`config.mk`:
```
export PLATFORM = sky130hd
export DESIGN_NAME = oam_dma
export DESIGN_NICKNAME = d
export VERILOG_FILES = /design/src/rtl/nes_bus_pkg.sv /design/src/rtl/oam_dma.sv
export SDC_FILE = /design/constraint.sdc
export NUM_CORES = 1
export LEC_CHECK = 0
export CAP_MARGIN = 0
export CORE_UTILIZATION = 42
export DETAILED_ROUTE_END_ITERATION = 8
export HOLD_SLACK_MARGIN = 0.02
export PLACE_DENSITY_LB_ADDON = 0.2
export SLEW_MARGIN = 15
export SYNTH_ARGS = -nofsm -noshare
export SYNTH_HDL_FRONTEND = slang
export SYNTH_SLANG_ARGS = --single-unit
export TNS_END_PERCENT = 5
```
`constraint.sdc`:
```
create_clock -name i_clk -period 2.1 [get_ports i_clk]
set_input_delay 0.315 -clock i_clk [delete_from_list [all_inputs] [get_ports i_clk]]
set_output_delay 0.315 -clock i_clk [all_outputs]
set_load 0.05 [all_outputs]
```
`src/rtl/nes_bus_pkg.sv`:
```
// Shared CPU-bus definitions for the NES bus initiators and the PPU register responder.
package nes_bus_pkg;

    typedef enum logic [2:0] {
        IDLE,
        HALT,
        ALIGN,
        READ,
        WRITE
    } dma_state_t;

    localparam logic [15:0] PPU_CTRL   = 16'h2000;
    localparam logic [15:0] PPU_MASK   = 16'h2001;
    localparam logic [15:0] PPU_STATUS = 16'h2002;
    localparam logic [15:0] OAM_ADDR   = 16'h2003;
    localparam logic [15:0] OAM_DATA   = 16'h2004;
    localparam logic [15:0] PPU_SCROLL = 16'h2005;
    localparam logic [15:0] PPU_ADDR   = 16'h2006;
    localparam logic [15:0] PPU_DATA   = 16'h2007;
    localparam logic [15:0] OAM_DMA    = 16'h4014;

    localparam logic RW_READ  = 1'b1;
    localparam logic RW_WRITE = 1'b0;

endpackage

```
`src/rtl/oam_dma.sv`:
```
// Sprite DMA ($4014): halts the CPU and copies one 256-byte page into PPU OAMDATA.
module oam_dma
    import nes_bus_pkg::*;
#(
    parameter logic [15:0] OAM_DATA_ADDR = 16'h2004
) (
    input  logic        i_clk,
    input  logic        i_reset,
    input  logic        i_cs_n,
    input  logic        i_rw,
    input  logic [7:0]  i_data,
    output logic        o_rdy,
    output logic        o_bus_en,
    output logic [15:0] o_address,
    output logic        o_rw,
    output logic [7:0]  o_data,
    input  logic [7:0]  i_bus_data,
    output logic        o_busy,
    output logic [7:0]  o_debug_index,
    output logic [7:0]  o_debug_page
);

    dma_state_t state;
    logic [7:0] page;
    logic [7:0] index;
    logic [7:0] byte_latch;
    logic       parity;

    // Registered outputs are loaded alongside each state transition so they
    // always reflect the state being entered.
    always_ff @(posedge i_clk) begin
        if (i_reset) begin
            state      <= IDLE;
            page       <= '0;
            index      <= '0;
            byte_latch <= '0;
            parity     <= 1'b0;
            o_rdy      <= 1'b1;
            o_bus_en   <= 1'b0;
            o_rw       <= RW_READ;
            o_busy     <= 1'b0;
        end else begin
            parity <= ~parity;
            case (state)
                IDLE: begin
                    if (!i_cs_n && i_rw == RW_WRITE) begin
                        page   <= i_data;
                        index  <= '0;
                        state  <= HALT;
                        o_rdy  <= 1'b0;
                        o_busy <= 1'b1;
                    end
                end
                HALT: begin
                    // CPU write cycles ignore RDY, so wait them out here.
                    if (i_rw == RW_READ) begin
                        if (parity) begin
                            state    <= READ;
                            o_bus_en <= 1'b1;
                            o_rw     <= RW_READ;
                        end else begin
                            state <= ALIGN;
                        end
                    end
                end
                ALIGN: begin
                    state    <= READ;
                    o_bus_en <= 1'b1;
                    o_rw     <= RW_READ;
                end
                READ: begin
                    byte_latch <= i_bus_data;
                    state      <= WRITE;
                    o_rw       <= RW_WRITE;
                end
                WRITE: begin
                    o_rw <= RW_READ;
                    if (index == 8'hFF) begin
                        state    <= IDLE;
                        o_rdy    <= 1'b1;
                        o_busy   <= 1'b0;
                        o_bus_en <= 1'b0;
                    end else begin
                        index <= index + 8'd1;
                        state <= READ;
                    end
                end
                default: begin
                    state    <= IDLE;
                    o_rdy    <= 1'b1;
                    o_busy   <= 1'b0;
                    o_bus_en <= 1'b0;
                    o_rw     <= RW_READ;
                end
            endcase
        end
    end

    always_comb begin
        o_address = '0;
        o_data    = '0;
        if (state == READ) begin
            o_address = {page, index};
        end else if (state == WRITE) begin
            o_address = OAM_DATA_ADDR;
            o_data    = byte_latch;
        end
    end

    assign o_debug_index = index;
    assign o_debug_page  = page;

endmodule

```
==> results by group <==
Timing
  • Final setup TNS: 0 ns
  • Clock Skew: 0.007570 ns
  • Tcrit/Tclk final: 0.9346
  • Worst slew pin tran: 0.5162 ns
  • Minimum clock period: 1.963 ns
  • Final setup vio count: 0
  • Worst rel slew slack: 0.6548
  • Fmax: 509.5 MHz
  • RSZ-0062 raised after global routing: false
  • Final hold vios: 0
  • Slew Limit Fails: 0

Layout
  • Final core occ: 0.7421
  • Nets: 278
  • Layout overhead on the synthesized area: 65.52%
  • Multi-input gate area: 822.0 um2
  • Share of cells above drive strength 1: 0.1783
  • Fillers: 272
  • Register Area: 643.1 um2
  • Design Area, Final: 2535 um2
  • Diodes inserted: 0
  • Post-route non-filler standard cell count: 304

Drt
  • TritonRoute pass-1 iters: 4
  • # DRC: 0
  • Drt initial violations: 98
  • WL final: 4116 um
  • Avg WL per Cell: 13.54 um
  • Routed Antenna Nets: 0
  • Vias: 1604
  • DR vias/cell: 5.276

Place
  • Placer Congestion: 0.8102
  • Placed inst area: 2471 um2
  • IO buf count: 63
  • Dpl hpwl: 2954 um
  • Placed cells: 296

Synthesis
  • Post-synth EDFFs: 0
  • YS warnings: 0
  • Gate Count Post-Synth: 191
  • Distinct cell type count after synthesis: 38
  • Synthesized Nets: 212
  • FF+latch count, synth: 32
  • Post-synthesis sequential area ratio: 0.4183
  • Mean Syn Cell Area: 8.018 um2
  • Cell Area, Synth: 1531 um2
  • Share of flip-flops with an asynchronous set or reset: 0
  • Ys flop type: dfxtp_1

Min path
  • HP Class: reg2reg
  • Hold Crit Start: byte_latch[0]

Power and ir drop
  • Cell Pwr Density: 474.7 nW/um2
  • Worst VDD drop: 0.3405 mV
  • Pwr Total: 1.203 mW
  • Leak: 0.9772 nW

Worst setup path
  • Crit path buf inv count: 1
  • Setup crit start: o_debug_index[5]
  • CP max stage cell: clkdlybuf4s50_1
  • Critical path class: reg2out
  • CP Max Fanout: 7
  • Crit path cell chain: clkdlybuf4s50_1
  • Worst Setup Start Kind: flop
  • RR Startpoint: state[0]
  • Crit-path max cell delay: 0.86 ns
  • Critical Path AT: 1.65 ns
  • Crit end category: primary output
  • Critical path's top delay family: buffers and inverters
  • Critical path required time: 1.78 ns

Floorplanning
  • Die ar.: 3892 um2
  • Die width: 62.39 um
  • Die Height: 62.39 um
  • # rows: 21
  • Core area: 3416 um2
  • # IOs: 64
  • Initial Utilization: 0.4484

CTS
  • Number of clock sinks: 32
  • Clk Latency, worst-skew pair: 0.33 ns
  • Cts bufs inserted: 5
  • Bufs on Longest Clock Path: 2
  • Root Buffer: clkbuf_4
  • TritonCTS clock tree: done
  • CTS H-Tree Depth: 2
  • Clock-pin slew on the worst setup and hold paths: 0.09 ns

Global routing
  • Vias in the first global route: 1464
  • Total track usage: 0.2244
  • Gr ovfl total: 0
  • Initial antenna violation count: 0
  • Largest net degree at the start of global routing: 26
  • First-pass GRT wire length: 6824 um

Job
  • Max-Cap Viols: 0

Run status
  • Status: finished, final reports clean
==> layout make-up <==
class	instances	area share
inverter	2	0.002962
sequential	32	0.2537
tap	46	0.02270
timing repair buffer	73	0.3731
clock buffer	8	0.02320
multi-input combinational	143	0.3243
==> stage by stage <==
step	hold WS [ns]	setup WS [ns]
3_5_place_dp	0.4431	0.1200
2_1_floorplan	0.4270	0.1060
3_3_place_gp	0.4378	0.1642
5_1_grt	0.4739	0.05692
4_1_cts	0.4570	0.006991
6_report	0.4549	0.1373
==> power by group <==
group | internal, mW | switching (mW) | leakage [nW]
registers | 0.626 | 0.0200 | 0.261
logic | 0.0917 | 0.107 | 0.684
clock network | 0.165 | 0.194 | 0.0326
==> cell usage in the layout (no fill, tap or decap), types with 2 or more instances in the layout <==
cell type,count
a211oi_1,2
a21oi_1,17
a31oi_1,5
and2_1,14
and3_1,11
buf_12,24
buf_4,10
clkbuf_1,2
clkbuf_4,5
clkdlybuf4s50_1,39
dfxtp_1,30
dfxtp_2,2
inv_1,2
mux2i_1,8
nand2_1,24
nand3_1,5
nor2_1,18
nor3_1,8
o21ai_0,6
o21bai_1,2
o31ai_1,2
or3_1,2
or4_1,2
==> state kept, by name, summed over array words and instances (netlist names) <==
name,cells
parity,1
state,3
o_bus_en,1
o_rw,1
o_busy,1
o_debug_page,8
o_debug_index,8
byte_latch,8
o_rdy,1
==> logic make-up after synthesis <==
kind of cell / Yosys count / share of synthesized area
buffers and inverters: 16 / 0.04656
AOI/OAI and AO/OA: 40 / 0.1544
and+or+nand+nor: 93 / 0.3145
adders and majority gates: 1 / 0.008169
xor gates and xnor gates: 1 / 0.005720
muxes: 8 / 0.05229
DFF: 32 / 0.4183
==> synth_stat cells, types with 2 or more instances <==
cell type   n  area [um2]
and2_1     14       87.58
a31oi_1     5       31.28
o21ai_0     6       30.03
a211oi_1    2       15.01
mux2i_1     8       80.08
nor2_1     18       67.56
buf_2       3       15.01
nor3_1      8       40.04
inv_1       2       7.510
clkbuf_1    9       33.78
nand3_1     5       25.02
and3_1     11       68.82
or4_1       2       15.01
a21oi_1    17       85.08
dfxtp_1    32       640.6
o31ai_1     2       15.01
or3_1       2       12.51
nand2_1    24       90.09
o21bai_1    2       15.01
==> what timing repair did <==
item | 4_1_cts | 5_1_grt
setup endpoints to repair | 1 | 12
hold buffers | 0 | 0
setup buffers | 0 | 0
resized for setup | 1 | 2
==> final timing paths <==
check | endpoint | slack, ns | cells after the start
worst max-delay path | o_debug_index[5] | 0.14 | 1
worst min-delay path | byte_latch[0] | 0.45 | 2
worst max register to register | o_debug_page[2] | 0.44 | 4
worst min register to register | byte_latch[0] | 0.45 | 2
==> per-layer routing <==
layer | up-vias | routed length (um) | global-route usage
met1 | 747 | 1833 | 0.2810
met5 | - | 0 | 0
met4 | 0 | 33 | 0.08430
li1 | 801 | - | -
met2 | 54 | 1967 | 0.3503
met3 | 2 | 281 | 0.08394
Power figures use the tool's default switching activity.
